$ cat src/rtl/clint.sv
// Core-local interruptor: 64-bit mtime/mtimecmp timer and msip software interrupt
// behind a 32-bit Wishbone classic slave port.
module clint #(
  parameter int unsigned TICK_DIV = 1
) (
  input  logic        clk_i,
  input  logic        rst_i,
  input  logic        wb_cyc_i,
  input  logic        wb_stb_i,
  input  logic        wb_we_i,
  input  logic [15:0] wb_addr_i,
  input  logic [31:0] wb_dat_i,
  input  logic [3:0]  wb_sel_i,
  output logic [31:0] wb_dat_o,
  output logic        wb_ack_o,
  output logic        xint_mtip_o,
  output logic        xint_msip_o
);

  typedef enum logic [2:0] {
    REG_NONE,
    REG_MSIP,
    REG_CMP_LO,
    REG_CMP_HI,
    REG_TIME_LO,
    REG_TIME_HI
  } reg_sel_e;

  localparam logic [15:0] PreMax = 16'(TICK_DIV - 1);

  logic [15:0] pre_q, pre_d;
  logic [63:0] mtime_q, mtime_d;
  logic [63:0] mtimecmp_q, mtimecmp_d;
  logic        msip_q, msip_d;
  logic        ack_q;
  logic [31:0] dat_q;
  logic        mtip_q;

  logic        tick;
  logic        access;
  logic        wr;
  reg_sel_e    reg_sel;
  logic [31:0] rdata;
  logic [31:0] wmask;
  logic [31:0] wmerge;
  logic        unused_addr;

  assign unused_addr = ^wb_addr_i[1:0];

  assign tick   = (pre_q == PreMax);
  assign access = wb_cyc_i & wb_stb_i & ~ack_q;
  assign wr     = access & wb_we_i;

  always_comb begin
    reg_sel = REG_NONE;
    case (wb_addr_i[15:2])
      14'h0000: reg_sel = REG_MSIP;
      14'h1000: reg_sel = REG_CMP_LO;
      14'h1001: reg_sel = REG_CMP_HI;
      14'h2FFE: reg_sel = REG_TIME_LO;
      14'h2FFF: reg_sel = REG_TIME_HI;
      default:  reg_sel = REG_NONE;
    endcase
  end

  always_comb begin
    rdata = '0;
    case (reg_sel)
      REG_MSIP:    rdata = {31'd0, msip_q};
      REG_CMP_LO:  rdata = mtimecmp_q[31:0];
      REG_CMP_HI:  rdata = mtimecmp_q[63:32];
      REG_TIME_LO: rdata = mtime_q[31:0];
      REG_TIME_HI: rdata = mtime_q[63:32];
      default:     rdata = '0;
    endcase
  end

  // Byte merge against the addressed register's current word (the read-mux value).
  assign wmask  = {{8{wb_sel_i[3]}}, {8{wb_sel_i[2]}}, {8{wb_sel_i[1]}}, {8{wb_sel_i[0]}}};
  assign wmerge = (rdata & ~wmask) | (wb_dat_i & wmask);

  always_comb begin
    pre_d      = tick ? '0 : pre_q + 16'd1;
    mtime_d    = tick ? mtime_q + 64'd1 : mtime_q;
    mtimecmp_d = mtimecmp_q;
    msip_d     = msip_q;
    // A bus write to an mtime half overrides that edge's increment entirely.
    if (wr) begin
      case (reg_sel)
        REG_MSIP:    msip_d = wmerge[0];
        REG_CMP_LO:  mtimecmp_d = {mtimecmp_q[63:32], wmerge};
        REG_CMP_HI:  mtimecmp_d = {wmerge, mtimecmp_q[31:0]};
        REG_TIME_LO: mtime_d = {mtime_q[63:32], wmerge};
        REG_TIME_HI: mtime_d = {wmerge, mtime_q[31:0]};
        default:     ;
      endcase
    end
  end

  always_ff @(posedge clk_i) begin
    if (!rst_i) begin
      pre_q      <= '0;
      mtime_q    <= '0;
      mtimecmp_q <= '1;
      msip_q     <= 1'b0;
      ack_q      <= 1'b0;
      dat_q      <= '0;
      mtip_q     <= 1'b0;
    end else begin
      pre_q      <= pre_d;
      mtime_q    <= mtime_d;
      mtimecmp_q <= mtimecmp_d;
      msip_q     <= msip_d;
      ack_q      <= access;
      if (access) dat_q <= rdata;
      mtip_q     <= (mtime_q >= mtimecmp_q);
    end
  end

  assign wb_dat_o    = dat_q;
  assign wb_ack_o    = ack_q;
  assign xint_mtip_o = mtip_q;
  assign xint_msip_o = msip_q;

endmodule

$ cat config.mk
export PLATFORM = sky130hd
export DESIGN_NAME = clint
export DESIGN_NICKNAME = d
export VERILOG_FILES = /design/src/rtl/clint.sv
export SDC_FILE = /design/constraint.sdc
export NUM_CORES = 1
export LEC_CHECK = 0
export ABC_AREA = 1
export CORE_MARGIN = 8
export CORE_UTILIZATION = 55
export DETAILED_ROUTE_END_ITERATION = 16
export PLACE_DENSITY = 0.84
export SLEW_MARGIN = 20
export SYNTH_ARGS = -nofsm -noshare
export SYNTH_HDL_FRONTEND = slang
export SYNTH_SLANG_ARGS = --single-unit
$ cat constraint.sdc
create_clock -name clk_i -period 2.5 [get_ports clk_i]
set_input_delay 0.625 -clock clk_i [delete_from_list [all_inputs] [get_ports clk_i]]
set_output_delay 0.625 -clock clk_i [all_outputs]
set_load 0.1 [all_outputs]
==> results of run 1 <==
state kept, by name, indices dropped and copies added (netlist names):
register / flops
wb_ack_o: 1
mtime_q: 64
xint_mtip_o: 1
xint_msip_o: 1
pre_q: 16
mtimecmp_q: 64
wb_dat_o: 32
critical path, stage by stage:
cell and delay (ns):
clkdlybuf4s50_1 0.51, nand4_1 0.12, nor2_2 0.29, nand2_2 0.13, inv_2 0.09, buf_4 0.15
nand2_1 0.05, o21ai_0 0.15, nor2_1 0.10, nand3_1 0.13, nand2_1 0.22, o21ai_0 0.21
through the flow:
step	hold WS (ns)	setup WS (ns)	TNS, ns	instance area (sq um)
final	0.470	0.109	0	15800
after global routing	0.494	-0.0192	-0.0192	15800
after CTS	0.469	0.124	0	15700
after detailed placement	0.455	-0.304	-16.72	15100
after global placement	0.444	-0.228	-7.42	15100
after floorplan	0.430	0.249	0	12900
logic make-up after synthesis:
kind of cell,Yosys count,share of synthesized area (%)
flops,179,27.7
xor+xnor,15,1.02
fa+ha+maj,67,6.48
buf+inv,325,10.2
simple gates,1151,39.6
compound gates,378,14.9
worst max-delay path by stage:
stage	start	to	cells past startpoint	slack, ns
2_1_floorplan	wb_ack_o	mtime_q[52]	11	0.25
3_3_place_gp	wb_addr_i[11]	mtimecmp_q[32]	12	-0.23
3_5_place_dp	wb_addr_i[11]	mtimecmp_q[0]	12	-0.30
4_1_cts	pre_q[0]	mtime_q[44]	15	0.12
5_1_grt	pre_q[0]	mtime_q[7]	16	-0.02
6_report	wb_addr_i[11]	mtimecmp_q[0]	12	0.11
routing by layer:
layer,vias to the layer above,share of wire [%]
met1,6729,38
met2,817,45
met3,222,8.4
met4,2,7.7
met5,-,0.020
li1,7244,-
report_power, final:
| part | leakage [uW] | total (uW) | switching (uW) | internal, uW |
|---|---|---|---|---|
| Clock | 0.000304 | 2960 | 1560 | 1390 |
| Sequential | 0.00145 | 2880 | 14.2 | 2860 |
| Combinational | 0.00583 | 499 | 318 | 181 |
placed cells by master, fill, tap and decap left out, types with 8 or more instances in the layout:
cell | netlist | layout
nor2_2 | 11 | 12
clkdlybuf4s50_1 | 0 | 53
ha_1 | 67 | 67
nor2_4 | 12 | 12
nand2_1 | 580 | 579
o21ai_0 | 163 | 162
xor2_1 | 12 | 12
nand4_1 | 42 | 42
nand3_1 | 207 | 207
nor3_1 | 14 | 14
nor4_1 | 9 | 9
a21oi_1 | 168 | 168
buf_12 | 0 | 25
buf_4 | 5 | 153
inv_1 | 235 | 234
dfxtp_1 | 179 | 179
a31oi_1 | 8 | 8
clkbuf_16 | 0 | 17
or2_2 | 34 | 34
o21ai_1 | 30 | 31
nor2_1 | 209 | 208
cell type report:
type,instances,share of cell area [%]
clock inverter,15,1.36
inverter,243,5.81
multi-input combinational,1611,51.0
sequential,179,22.7
timing repair buffer,232,13.9
clock buffer,17,2.70
tap,319,2.53
what timing repair did:
item	4_1_cts	5_1_grt
resized for setup	0	3
setup endpoints to repair	0	18
buffers inserted	0	0
==> results.yml, run 1 <==
outcome:
  status: "finished clean"
place:
  hpwl_um: 39100
  placed_cells: 2584
  gp_congestion: 0.995
  io_buffers: 89
logic_synthesis:
  syn_nets: 2239
  syn_area_sq_mm: 0.0129
  avgSynthCellArea_sq_um: 6.11
  synth_top_area_cell: "dfxtp_1"
  ys.warnings.count: 0
  synth_top_area_share_pct: 27.7
  async_reset_ff_share_pct: 0
  synth.distinct_cells: 45
  yosysMostFrequentCell: "nand2_1"
  synthCells: 2115
  seq_area_frac_synth_pct: 27.7
  synthFlopType: "dfxtp_1"
  synth-seq-cells: 179
  synth.area.top_cells: "dfxtp_1, nand2_1, nand3_1"
  synth_edf_count: 0
  netlist_top_cells_count: "nand2_1, inv_1, nor2_1"
worst_setup_path:
  arrival_ns: 2.78
  cp_max_fo: 5
  worst_r2r_endpoint: "xint_mtip_o"
  cp.required_ns: 2.89
  worst_r2r_path_depth: 12
  reg2reg_slack_ns: 0.16
  crit_type: "input port to flop"
  rr_startpoint: "mtime_q[27]"
  crit_path_start_kind: "input port"
  end_kind: "flop"
clock_network:
  clkTransAtPathRegs_ns: 0.08
  cts_tree: "done"
  cts_hold_buf: 0
  clk_latency_ns: 0.47
  cts_root_buffer: "clkbuf_16"
  cts.htree.levels: 4
  clockBufferDepth: 2
  numCtsBuffers: 17
  clock_sinks: 179
sta:
  clock.fmax_ghz: 0.418
  fin_worst_skew_ns: 0.0180
  relSlewSlack_pct: 65.7
  drv_slew: 0
  rsz0062_at_grt: "yes"
  setup_viol: 0
  fin_crit_ns: 2.39
  worst_pin_slew_ns: 0.514
  period_share_pct: 95.6
  hold_viol_final: 0
power:
  p_total_uw: 6340
  leakage_uw: 0.00758
  powerDensity_mw_per_mm2: 402
  peakVddDrop_mv: 0.471
min_path:
  hp-start: "wb_dat_o[9]"
  hp-class: "flop to flop"
  holdPathStages: 2
  whs_endpoint: "wb_dat_o[9]"
drt:
  drtIter0Drc: 1436
  routed_wirelength_um: 50200
  vias: 15000
  dr.pass1.iters: 6
  ant_nets: 0
  viasPerCell: 5.74
  drc: 0
  drt-wirelength-per-cell_um: 19.2
layout:
  finalCoreUtilization_pct: 67.7
  fillCellCount: 2175
  fin_cells: 2616
  area_growth_pct: 21.9
  register_area_sq_mm: 0.00358
  drive_gt1_share_pct: 13.1
  antenna-diode-count: 0
  multi_input_area_sq_mm: 0.00803
  nNetsFinal: 2408
grt:
  grt_usage_pct: 34.7
  antenna_found_initial: 1
  met1_usage_pct: 40.4
  grt_util_met2_pct: 56.5
  globalRouteOverflowTotal: 0
  grt_max_degree: 55
  grt_pass1_wl_um: 78100
  grt_pass1_vias: 14300
  use_met3_pct: 6.16
  busiest_layer: "met2"
floorplanning:
  die_y_um: 169
  boundaryPins: 92
  die_area_sq_mm: 0.0287
  coreArea_sq_mm: 0.0233
  die_w_um: 169
  start_util_pct: 55.6
  num_rows: 56
job:
  maxCapViolations: 0
Note: power is estimated with default switching activity, not from simulation.
==> run 2: changes to the inputs <==
--- a/config.mk
+++ b/config.mk
@@ -7,9 +7,8 @@
 export LEC_CHECK = 0
 export ABC_AREA = 1
 export CORE_MARGIN = 8
-export CORE_UTILIZATION = 55
+export CORE_UTILIZATION = 40
 export DETAILED_ROUTE_END_ITERATION = 16
-export PLACE_DENSITY = 0.84
 export SLEW_MARGIN = 20
 export SYNTH_ARGS = -nofsm -noshare
 export SYNTH_HDL_FRONTEND = slang
==> results.yml, run 2 (same netlist as run 1, synthesis figures left out) <==
floorplanning:
  boundaryPins: 92
  coreArea_sq_mm: 0.0322
  num_rows: 66
  die_area_sq_mm: 0.0383
  start_util_pct: 40.1
  die_y_um: 196
  die_w_um: 196
sta:
  period_share_pct: 91.6
  finalWorstSetupSlack_ns: 0.209
  clock.fmax_ghz: 0.436
  rsz0062_at_grt: "no"
  fin_crit_ns: 2.29
  setup_tns_ns: 0
  relSlewSlack_pct: 60.5
  fin_worst_skew_ns: 0.0177
  worst_pin_slew_ns: 0.587
  hold_viol_final: 0
  setup_viol: 0
  drv_slew: 0
worst_setup_path:
  rr_startpoint: "mtime_q[18]"
  crit_type: "input port to flop"
  cp_max_fo: 5
  worst_r2r_endpoint: "mtime_q[53]"
  reg2reg_slack_ns: 0.27
  cp.required_ns: 2.91
  end_kind: "flop"
  arrival_ns: 2.70
  crit_path_start_kind: "input port"
  worst_r2r_path_depth: 11
place:
  post-place-ws_ns: -0.263
  hpwl_um: 42100
  io_buffers: 89
  gp_congestion: 1.02
layout:
  area_growth_pct: 23.2
  fillCellCount: 3403
  drive_gt1_share_pct: 13.9
  nNetsFinal: 2432
  layout_common_cells: "nand2_1, inv_1, nor2_1"
  antenna-diode-count: 0
  final_common_cell: "nand2_1"
min_path:
  whs_endpoint: "pre_q[0]"
  hp-start: "pre_q[0]"
  holdPathStages: 1
  hp-class: "flop to flop"
grt:
  grt_max_degree: 84
  grt_pass1_wl_um: 80800
  antenna_found_initial: 0
  globalRouteOverflowTotal: 0
  grt_usage_pct: 27.2
  grt_pass1_vias: 13800
drt:
  routed_wirelength_um: 52500
  viasPerCell: 5.36
  ant_nets: 0
  drt-wirelength-per-cell_um: 19.2
  drtIter0Drc: 1046
  vias: 14600
  dr.pass1.iters: 9
  drc: 0
outcome:
  status: "finished clean"
clock_network:
  cts_root_buffer: "clkbuf_16"
  clock_sinks: 179
  clkTransAtPathRegs_ns: 0.07
  clockBufferDepth: 2
  numCtsBuffers: 17
  clk_latency_ns: 0.46
  cts.htree.levels: 4
  cts_tree: "done"
power:
  peakVddDrop_mv: 0.494
  powerDensity_mw_per_mm2: 387
  leakage_uw: 0.00767
job:
  maxCapViolations: 0
[run 2: cell count changes in the layout (fill, tap and decap cells not counted), moves of 2 or more]
| cell | delta |
|---|---|
| buf_12 | -4 |
| buf_4 | +28 |
| bufinv_16 | +2 |
| clkbuf_8 | +2 |
| clkinv_2 | +3 |
| clkinv_8 | -7 |
| inv_12 | -4 |
| inv_6 | +2 |
[run 2: worst max-delay path by stage]
stage | start | endpoint | slack (ns) | cells past startpoint
detailed placement | wb_addr_i[11] | mtime_q[43] | -0.26 | 14
finish | wb_addr_i[11] | mtime_q[43] | 0.21 | 14
floorplan | wb_ack_o | mtime_q[52] | 0.25 | 11
CTS | pre_q[0] | mtime_q[56] | 0.21 | 15
global route | mtime_q[37] | mtime_q[54] | 0.04 | 13
global placement | wb_addr_i[11] | mtime_q[43] | -0.25 | 14
[run 2: area by class of cell]
| cell class | count | area (sq um) | share of cell area [%] |
|---|---|---|---|
| Clock buffer | 19 | 453 | 2.84 |
| Inverter | 243 | 915 | 5.74 |
| Clock inverter | 11 | 128 | 0.801 |
| Timing Repair Buffer | 256 | 2310 | 14.5 |
| Multi-Input combinational cell | 1611 | 8030 | 50.4 |
| Sequential cell | 179 | 3580 | 22.5 |
| Tap cell | 408 | 510 | 3.20 |
[run 2: power by group]
group / total [uW] / leakage (uW) / internal [uW] / switching, uW
Sequential: 2880 / 0.00145 / 2870 / 13.6
Clock: 2770 / 0.000290 / 1520 / 1250
Combinational: 512 / 0.00593 / 188 / 324
[run 2: repair_timing]
item / CTS / global route
buffers inserted: 0 / 0
hold buffers: 0 / 0
resized for setup: 0 / 1
endpoints found under the setup margin: 0 / 1
hold endpoints to repair: 0 / 0
[run 2: critical path, stage by stage]
cell             delay [ns]
clkdlybuf4s50_1        0.52
nand4_1                0.12
nor2_2                 0.25
nand2_2                0.13
inv_2                  0.16
buf_12                 0.13
nand2_1                0.04
nand2_1                0.07
nor2_1                 0.04
nand2_1                0.09
nand3_1                0.24
nand3_1                0.16
nand2_1                0.06
inv_1                  0.05
[run 2: metal layers]
metal,GRT usage [%],part of all wire (%)
met4,11.9,4.1
met2,45.9,47
met5,0,0
met1,33.8,43
met3,4.46,5.6
[run 2: stage by stage]
| stage | hold slack [ns] | power (uW) | utilization [%] | instances | cell area, sq um |
|---|---|---|---|---|---|
| finish | 0.463 | 6160 | 49.5 | 2727 | 15900 |
| global route | 0.485 | 6370 | 49.5 | 2727 | 15900 |
| CTS | 0.468 | 6210 | 49.5 | 2727 | 15900 |
| detailed placement | 0.452 | 3450 | 47.7 | 2697 | 15300 |
| global placement | 0.447 | 3450 | 47.7 | 2697 | 15300 |
| floorplan | 0.430 | 3210 | - | 2115 | 12900 |
==> run 3: changes to the inputs <==
--- a/config.mk
+++ b/config.mk
@@ -6,9 +6,13 @@
 export NUM_CORES = 1
 export LEC_CHECK = 0
 export ABC_AREA = 1
+export CELL_PAD_IN_SITES_DETAIL_PLACEMENT = 1
+export CELL_PAD_IN_SITES_GLOBAL_PLACEMENT = 1
 export CORE_MARGIN = 8
 export CORE_UTILIZATION = 40
 export DETAILED_ROUTE_END_ITERATION = 16
+export GPL_TIMING_DRIVEN = 0
+export PLACE_DENSITY_LB_ADDON = 0.08
 export SLEW_MARGIN = 20
 export SYNTH_ARGS = -nofsm -noshare
 export SYNTH_HDL_FRONTEND = slang
==> results.yml, run 3 (same netlist as run 1, synthesis figures left out) <==
sta:
  fin_worst_skew_ns: 0.0172
  drv_slew: 0
  relSlewSlack_pct: 31.4
  fin_crit_ns: 2.44
  rsz0062_at_grt: "yes"
  clock.fmax_ghz: 0.409
  period_share_pct: 97.8
  hold_viol_final: 0
  setup_viol: 0
  whs_ns: 0.466
  worst_pin_slew_ns: 1.03
  setup_tns_ns: 0
grt:
  grt_max_degree: 17
  grt_pass1_wl_um: 95900
  grt_usage_pct: 33.5
  antenna_found_initial: 0
  globalRouteOverflowTotal: 0
  grt_pass1_vias: 15400
floorplanning:
  die_w_um: 196
  start_util_pct: 40.1
  coreArea_sq_mm: 0.0322
  die_area_sq_mm: 0.0383
  num_rows: 66
  die_y_um: 196
  boundaryPins: 92
place:
  gp_congestion: 1.02
  hpwl_um: 52000
  io_buffers: 88
clock_network:
  clk_latency_ns: 0.48
  cts.htree.levels: 4
  cts_root_buffer: "clkbuf_16"
  cts_hold_buf: 0
  cts_tree: "done"
  clkTransAtPathRegs_ns: 0.08
  clock_sinks: 179
  numCtsBuffers: 17
  clockBufferDepth: 2
outcome:
  status: "finished clean"
power:
  powerDensity_mw_per_mm2: 407
  peakVddDrop_mv: 0.511
  p_total_uw: 6270
  leakage_uw: 0.00725
layout:
  drive_gt1_share_pct: 10.8
  antenna-diode-count: 0
  area_growth_pct: 19.0
  nNetsFinal: 2366
  layout_common_cells: "nand2_1, inv_1, nand3_1"
  final_common_cell: "nand2_1"
worst_setup_path:
  cp_num_buf_inv: 3
  arrival_ns: 2.82
  cp_max_fo: 7
  crit_slowest_cell: "dfxtp_1"
  crit_family: "simple AND/OR/NAND/NOR gates"
  end_kind: "flop"
  max_stage_delay_ns: 0.39
  crit_path_frequent_cell: "nand2_1"
  crit_path_cell_trace: "buf_4 -> nand2_1 -> nor2_1 -> nand2_1 -> nor3_4 -> buf_4 -> nand2_2 -> nor2_2 -> nand2_1 -> nand3_1 -> nand3_1 -> nand2_1 -> inv_1"
  crit_type: "flop to flop"
  rr_startpoint: "mtime_q[11]"
  startpoint: "mtime_q[11]"
  crit_path_start_kind: "flop"
  cp.required_ns: 2.87
drt:
  routed_wirelength_um: 65600
  vias: 15500
  viasPerCell: 5.84
  drtIter0Drc: 1368
  drt-wirelength-per-cell_um: 24.6
  dr.pass1.iters: 5
  ant_nets: 0
  drc: 0
min_path:
  hp-start: "wb_dat_o[15]"
  hp-class: "flop to flop"
job:
  maxCapViolations: 0
-- run 3: cell count changes in the layout (fill, tap and decap cells not counted), sizes merged --
| cell | before | now |
|---|---|---|
| clkinvlp | 0 | 5 |
| buf | 203 | 64 |
| clkbuf | 19 | 55 |
| dlygate4sd2 | 0 | 35 |
| clkinv | 7 | 5 |
-- run 3: final cells by class --
| type | count | area [sq um] |
|---|---|---|
| repair buffers | 108 | 1050 |
| plain buffers | 82 | 498 |
| clock inverters | 14 | 155 |
| inverters | 243 | 921 |
| well taps | 408 | 510 |
| multi-input cells | 1611 | 8230 |
| clock buffers | 17 | 425 |
| flip-flops and latches | 179 | 3600 |
| fillers | 4392 | 16800 |
-- run 3: per-stage QoR --
| stage | cells | area, sq um | util, % | worst slack (ns) |
|---|---|---|---|---|
| 6_report | 2662 | 15400 | 47.8 | 0.0561 |
| 5_1_grt | 2662 | 15400 | 47.8 | -0.0405 |
| 4_1_cts | 2650 | 15000 | 46.6 | 0.00126 |
| 3_5_place_dp | 2611 | 14300 | 44.5 | -0.794 |
| 3_3_place_gp | 2611 | 14300 | 44.5 | -0.746 |
| 2_1_floorplan | 2115 | 12900 | - | 0.249 |
-- run 3: worst reg2reg max path, stage by stage, from the launching register on --
cell	delay [ns]
dfxtp_1	0.39
buf_4	0.19
nand2_1	0.09
nor2_1	0.24
nand2_1	0.28
nor3_4	0.24
buf_4	0.19
nand2_2	0.07
nor2_2	0.27
nand2_1	0.12
nand3_1	0.09
nand3_1	0.07
nand2_1	0.06
inv_1	0.04
-- run 3: metal layers --
metal  global-route usage, %  share of wire, %  vias to the layer above
li1                        -                 -                     7153
met5                       0                 0                        -
met3                    4.56               7.0                      199
met1                    42.4                42                     7490
met2                    53.0                44                      695
met4                    21.4               7.0                        0
-- run 3: worst paths after layout --
check	depth (start not counted)	slack, ns	to
max	13	0.06	mtime_q[33]
min	2	0.47	wb_dat_o[15]
max reg2reg	13	0.06	mtime_q[33]
min reg2reg	2	0.47	wb_dat_o[15]
-- run 3: what timing repair did --
item | in CTS | in global routing
gates cloned | 0 | 1
gates resized for setup | 61 | 97
buffers inserted | 8 | 11
pin swaps | 6 | 8
endpoints found under the setup margin | 147 | 102
-- run 3: power breakdown --
part | internal (uW) | switching (uW)
Sequential | 2870 | 20.5
Clock | 1480 | 1370
Combinational | 159 | 372
Total | 4500 | 1770
